--- src/rtl/pipe_pkg.sv ---
// rtl/pipe_pkg.sv - shared widths, control-bit positions and occupancy state for pipeline stage registers
package pipe_pkg;

    localparam int REG_IDX_W = 5;
    localparam int WORD_W    = 32;

    // Positions of the per-instruction control bits inside the ctrl payload.
    localparam int CTRL_WREG_BIT  = 0;
    localparam int CTRL_M2REG_BIT = 1;
    localparam int CTRL_WMEM_BIT  = 2;

    typedef enum logic [1:0] {
        OCC_EMPTY = 2'd0,
        OCC_ONE   = 2'd1,
        OCC_TWO   = 2'd2
    } occ_t;

endpackage

--- src/rtl/pipe_slot.sv ---
// rtl/pipe_slot.sv - one valid+data+ctrl+rw register with load and clear
//   clock, reset        : clock, synchronous active-high reset (zeroes everything)
//   load                : capture in_* and mark valid (wins over clear)
//   clear               : mark invalid, payload retained
//   in_data/ctrl/rw     : payload to capture
//   valid/data/ctrl/rw  : registered contents
module pipe_slot import pipe_pkg::*; #(
    parameter int DATA_W = 2 * WORD_W,
    parameter int CTRL_W = 3,
    parameter int RW_W   = REG_IDX_W
) (
    input  logic              clock,
    input  logic              reset,
    input  logic              load,
    input  logic              clear,
    input  logic [DATA_W-1:0] in_data,
    input  logic [CTRL_W-1:0] in_ctrl,
    input  logic [RW_W-1:0]   in_rw,
    output logic              valid,
    output logic [DATA_W-1:0] data,
    output logic [CTRL_W-1:0] ctrl,
    output logic [RW_W-1:0]   rw
);

    logic              valid_q, valid_d;
    logic [DATA_W-1:0] data_q,  data_d;
    logic [CTRL_W-1:0] ctrl_q,  ctrl_d;
    logic [RW_W-1:0]   rw_q,    rw_d;

    always_comb begin
        valid_d = valid_q;
        data_d  = data_q;
        ctrl_d  = ctrl_q;
        rw_d    = rw_q;
        if (load) begin
            valid_d = 1'b1;
            data_d  = in_data;
            ctrl_d  = in_ctrl;
            rw_d    = in_rw;
        end else if (clear) begin
            // Payload is kept so the stage output holds its last value when empty.
            valid_d = 1'b0;
        end
    end

    always_ff @(posedge clock) begin
        if (reset) begin
            valid_q <= 1'b0;
            data_q  <= '0;
            ctrl_q  <= '0;
            rw_q    <= '0;
        end else begin
            valid_q <= valid_d;
            data_q  <= data_d;
            ctrl_q  <= ctrl_d;
            rw_q    <= rw_d;
        end
    end

    assign valid = valid_q;
    assign data  = data_q;
    assign ctrl  = ctrl_q;
    assign rw    = rw_q;

endmodule

--- src/rtl/pipe_stage_reg.sv ---
// rtl/pipe_stage_reg.sv - elastic pipeline-stage register with skid buffer, flush and stall counter
//   clock, reset          : clock, synchronous active-high reset
//   flush                 : drop every held entry (and any entry accepted this cycle)
//   in_valid/in_ready     : upstream handshake; in_data/in_ctrl/in_rw upstream payload
//   out_valid/out_ready   : downstream handshake; out_data/out_ctrl/out_rw head payload
//   stall_cnt             : saturating count of cycles with out_valid=1 and out_ready=0
module pipe_stage_reg import pipe_pkg::*; #(
    parameter int DATA_W = 2 * WORD_W,
    parameter int CTRL_W = 3,
    parameter int RW_W   = REG_IDX_W,
    parameter int SKID   = 1,
    parameter int CNT_W  = 16
) (
    input  logic              clock,
    input  logic              reset,
    input  logic              flush,
    input  logic              in_valid,
    output logic              in_ready,
    input  logic [DATA_W-1:0] in_data,
    input  logic [CTRL_W-1:0] in_ctrl,
    input  logic [RW_W-1:0]   in_rw,
    output logic              out_valid,
    input  logic              out_ready,
    output logic [DATA_W-1:0] out_data,
    output logic [CTRL_W-1:0] out_ctrl,
    output logic [RW_W-1:0]   out_rw,
    output logic [CNT_W-1:0]  stall_cnt
);

    occ_t             state_q, state_d;
    logic             in_ready_q, in_ready_d;
    logic [CNT_W-1:0] stall_q, stall_d;

    logic              head_load, head_clear, skid_load, skid_clear;
    logic              head_valid, skid_valid;
    logic [DATA_W-1:0] head_data, skid_data, head_src_data;
    logic [CTRL_W-1:0] head_ctrl, skid_ctrl, head_src_ctrl;
    logic [RW_W-1:0]   head_rw,   skid_rw,   head_src_rw;
    logic              accept, issue;

    assign accept = in_valid & in_ready;
    assign issue  = head_valid & out_ready;

    // The skid entry is only ever valid in TWO, so it is the head's source exactly
    // when the head is being refilled from the skid.
    assign head_src_data = skid_valid ? skid_data : in_data;
    assign head_src_ctrl = skid_valid ? skid_ctrl : in_ctrl;
    assign head_src_rw   = skid_valid ? skid_rw   : in_rw;

    always_comb begin
        state_d    = state_q;
        head_load  = 1'b0;
        head_clear = 1'b0;
        skid_load  = 1'b0;
        skid_clear = 1'b0;
        if (flush) begin
            head_clear = 1'b1;
            skid_clear = 1'b1;
            state_d    = OCC_EMPTY;
        end else if (SKID != 0) begin
            case (state_q)
                OCC_EMPTY: begin
                    if (accept) begin
                        head_load = 1'b1;
                        state_d   = OCC_ONE;
                    end
                end
                OCC_ONE: begin
                    if (accept && issue) begin
                        head_load = 1'b1;
                    end else if (accept) begin
                        skid_load = 1'b1;
                        state_d   = OCC_TWO;
                    end else if (issue) begin
                        head_clear = 1'b1;
                        state_d    = OCC_EMPTY;
                    end
                end
                OCC_TWO: begin
                    if (issue) begin
                        head_load  = 1'b1;
                        skid_clear = 1'b1;
                        state_d    = OCC_ONE;
                    end
                end
                default: begin
                    head_clear = 1'b1;
                    skid_clear = 1'b1;
                    state_d    = OCC_EMPTY;
                end
            endcase
        end else begin
            if (accept) begin
                head_load = 1'b1;
                state_d   = OCC_ONE;
            end else if (issue) begin
                head_clear = 1'b1;
                state_d    = OCC_EMPTY;
            end
        end

        // Registered ready: computed from next occupancy so out_ready never reaches in_ready.
        in_ready_d = (state_d != OCC_TWO);

        stall_d = stall_q;
        if (head_valid && !out_ready && (stall_q != {CNT_W{1'b1}})) begin
            stall_d = stall_q + CNT_W'(1);
        end
    end

    always_ff @(posedge clock) begin
        if (reset) begin
            state_q    <= OCC_EMPTY;
            in_ready_q <= 1'b1;
            stall_q    <= '0;
        end else begin
            state_q    <= state_d;
            in_ready_q <= in_ready_d;
            stall_q    <= stall_d;
        end
    end

    pipe_slot #(.DATA_W(DATA_W), .CTRL_W(CTRL_W), .RW_W(RW_W)) u_head (
        .clock   (clock),
        .reset   (reset),
        .load    (head_load),
        .clear   (head_clear),
        .in_data (head_src_data),
        .in_ctrl (head_src_ctrl),
        .in_rw   (head_src_rw),
        .valid   (head_valid),
        .data    (head_data),
        .ctrl    (head_ctrl),
        .rw      (head_rw)
    );

    pipe_slot #(.DATA_W(DATA_W), .CTRL_W(CTRL_W), .RW_W(RW_W)) u_skid (
        .clock   (clock),
        .reset   (reset),
        .load    (skid_load),
        .clear   (skid_clear),
        .in_data (in_data),
        .in_ctrl (in_ctrl),
        .in_rw   (in_rw),
        .valid   (skid_valid),
        .data    (skid_data),
        .ctrl    (skid_ctrl),
        .rw      (skid_rw)
    );

    assign in_ready  = (SKID != 0) ? in_ready_q : (!head_valid | out_ready);
    assign out_valid = head_valid;
    assign out_data  = head_data;
    // Bubbles must never carry write enables downstream.
    assign out_ctrl  = head_ctrl & {CTRL_W{head_valid}};
    assign out_rw    = head_rw;
    assign stall_cnt = stall_q;

endmodule

--- config.mk ---
export PLATFORM = sky130hd
export DESIGN_NAME = pipe_stage_reg
export DESIGN_NICKNAME = d
export VERILOG_FILES = /design/src/rtl/pipe_pkg.sv /design/src/rtl/pipe_slot.sv /design/src/rtl/pipe_stage_reg.sv
export SDC_FILE = /design/constraint.sdc
export NUM_CORES = 1
export LEC_CHECK = 0
export BUFFER_PORTS_ARGS = -buffer_cell sky130_fd_sc_hd__buf_2
export CELL_PAD_IN_SITES_DETAIL_PLACEMENT = 1
export CELL_PAD_IN_SITES_GLOBAL_PLACEMENT = 1
export CORE_ASPECT_RATIO = 1.75
export CORE_MARGIN = 10
export CORE_UTILIZATION = 40
export DETAILED_ROUTE_END_ITERATION = 7
export PLACE_DENSITY_LB_ADDON = 0.2
export SYNTH_ARGS = -nofsm -noshare
export SYNTH_HDL_FRONTEND = slang
export SYNTH_SLANG_ARGS = --single-unit
--- constraint.sdc ---
create_clock -name clock -period 2.01 [get_ports clock]
set_input_delay 0.402 -clock clock [delete_from_list [all_inputs] [get_ports clock]]
set_output_delay 0.402 -clock clock [all_outputs]
set_load 0.02 [all_outputs]
==> results.toml <==
[synth]
yosysWarnings = 0
synth_area_leaders = "dfxtp_1 44%, a21oi_1 9.8%, mux2i_1 9.8%"
yosysSeqAreaShare_pct = 44.33
ys_ff_latch = 165
synth_area_um2 = 7451
avgSynthCellArea_um2 = 8.664
ys_types = 43
synthCells = 860
yosysTopAreaCell = "dfxtp_1"
syn-num-nets = 938
post-synth-top-area-fraction_pct = 44.33

[finish]
area_delta_synth_final_pct = 22.07
final_cells = 1246
drive_above_1_share_pct = 25.10
fin_nets = 1073
n_antenna_cell = 0

[worst_setup_path]
cp_max_fo = 8
arrival_ps = 2150
slowest_delay_ps = 500
cp_cell_sequence = "and4_1 > nand3_1 > a2111oi_2 > mux2_2"
cp.depth = 4
crit_slowest_cell = "dfxtp_1"
required_ps = 2320
start_kind = "flip-flop"
ff2ff_path_depth = 4
ff2ff_setup_slack_ps = 170
worstSetupPathType = "flip-flop to flip-flop"
crit_family = "flip-flops"
cp_num_buf_inv = 0
cp-end-kind = "flip-flop"

[floorplan]
rows = 66
die_h_um = 200.6
initial_core_util_pct = 40.28
io_pins = 167
die_area_um2 = 24700
die_x_um = 123.2
core-area_um2 = 18500

[timing]
max_freq_mhz = 544.9
setup_tns_ps = 0
rsz0062_at_grt = "false"
layout_min_cycle_time_ps = 1835
setup_viol_count_final = 0
post-route-period-util_pct = 91.30
maxSlewViolCount = 0
final_hold_viol_count = 0
relSlewSlack_pct = 52.72
fin_skew_ps = 14.16
tightest_slew_ps = 709.3

[global_routing]
grt_pass1_wl_um = 36130
grt_overflow = 0
antenna_found_initial = 1
grt_usage_pct = 17.85
grt_max_degree = 82
grt_pass1_vias = 6872

[cts]
post-cts-setup-buffers = 0
cts-root-buf = "clkbuf_16"
cts_resized = 0
holdBufCountCts = 0
cts_buffer_depth = 2
numCtsBuffers = 17
clk_pin_slew_worst_paths_ps = 70
cts_sinks = 165
clk_latency_ps = 430
htree_levels = 4
cts_tree = "yes"

[worst_hold_path]
hold_depth = 3
hold_path.class = "input pin to flip-flop"

[run]
maxCapViolCount = 0

[placed_design]
hpwl_um = 14860
post-place-cells = 1214
gp_congestion = 0.7467
port_buffers = 166

[routing]
routedWlPerCell_um = 17.74
drt_iter0_markers = 272
dr.pass1.iters = 4
drc = 0
drtAntennaViolNets = 0
wl_um = 22100
num_vias = 6670
post_drt_via_cell_ratio = 5.353

[status]
status = "completed"

[pwr]
peakVddDrop_mv = 0.4166
p_leak_nw = 3.481
p_per_area_nw_per_um2 = 818.7
[kinds of logic after synthesis]
group           count (synthesis)  synth area share (%)
simple gates                  290                 18.84
compound gates                243                 19.78
flops                         165                 44.33
buf+inv                        82                 6.163
mux                            79                 10.71
fa+ha+maj                       1                0.1679
[path summary, 6_finish.rpt]
check	start	end
worst max-delay path	stall_cnt[5]	stall_cnt[12]
worst min-delay path	in_data[45]	u_skid.data[45]
worst max register to register	stall_cnt[5]	stall_cnt[12]
worst min register to register	u_skid.data[42]	u_skid.data[42]
[state kept, by name, summed over array words and instances, names as in the netlist, 2 cells and up]
register     count
u_head.ctrl      3
u_skid.rw        5
state_q          2
u_skid.data     64
stall_cnt       16
u_head.rw        5
u_skid.ctrl      3
u_head.data     64
[synthesized netlist by cell type]
master and instances:
nor4_4 3, nand3_1 79, o41ai_1 2, or4_4 1
nor2_1 12, nand4b_1 1, nor3b_1 1, dfxtp_1 165
clkbuf_1 27, nand4_1 1, a211oi_1 4, a2111oi_2 1
a31oi_1 1, nand2b_1 3, and2_1 3, a311oi_1 1
nand3b_1 1, and4_1 2, nor3_1 6, a211o_1 1
nand4_2 1, a21oi_1 146, buf_1 5, nor4_1 3
or2_2 1, a21o_1 73, mux2_2 6, nor2b_1 10
buf_4 1, buf_2 28, and2_4 1, buf_6 15
o21ai_0 3, or4_1 5, a21oi_2 9, nand4_4 1
inv_1 6, ha_1 1, mux2i_1 73, o31ai_1 2
nand3b_4 1, or3_1 3, nand2_1 151
[layout by cell type, fill, tap and decap left out, types with 15 or more instances in the layout]
master | synthesis | routed
buf_2 | 28 | 165
clkbuf_16 | 0 | 17
mux2i_1 | 73 | 73
buf_4 | 1 | 15
nand2_1 | 151 | 151
dfxtp_1 | 165 | 164
a21oi_1 | 146 | 146
a21o_1 | 73 | 73
nand3_1 | 79 | 79
[area by class of cell]
type                    count  area (µm²)
inverters                   6       22.52
clock inverters            12       118.9
fillers                  2246        9403
multi-input cells         613        3704
clock buffers              20       466.7
repair buffers            192        1179
well taps                 238       297.8
flip-flops and latches    165        3307
[power breakdown]
group / total (mW) / switching, mW / leakage (nW) / internal [mW]
logic: 0.757 / 0.456 / 1.86 / 0.301
clock network: 3.26 / 1.44 / 0.277 / 1.83
registers: 3.43 / 0.0575 / 1.34 / 3.37
[metal layers]
| metal | GRT usage (%) | up-vias | part of all wire (%) |
|---|---|---|---|
| met5 | 0 | - | 0.041 |
| met4 | 4.887 | 2 | 1.1 |
| met3 | 3.971 | 17 | 4.4 |
| met2 | 32.09 | 130 | 53 |
| met1 | 20.24 | 3251 | 41 |
| li1 | - | 3270 | - |
[worst register-to-register path, cell delays in order (launching register included)]
cell and delay (ps):
dfxtp_1 500, and4_1 260, nand3_1 150, a2111oi_2 440
mux2_2 370
[metrics by stage]
stage	hold WS (ps)	setup slack (ps)	utilization, %	total power, mW	instance area, µm²
global route	205.7	44.12	49.17	7.763	9095
floorplan	436.0	152.4	-	3.953	7451
detailed placement	449.3	70.96	46.00	4.271	8509
CTS	198.2	132.5	49.17	7.553	9095
global placement	440.3	100.1	46.00	4.255	8509
finish	215.8	174.9	49.17	7.446	9095
(Power assumes the default switching activity.)
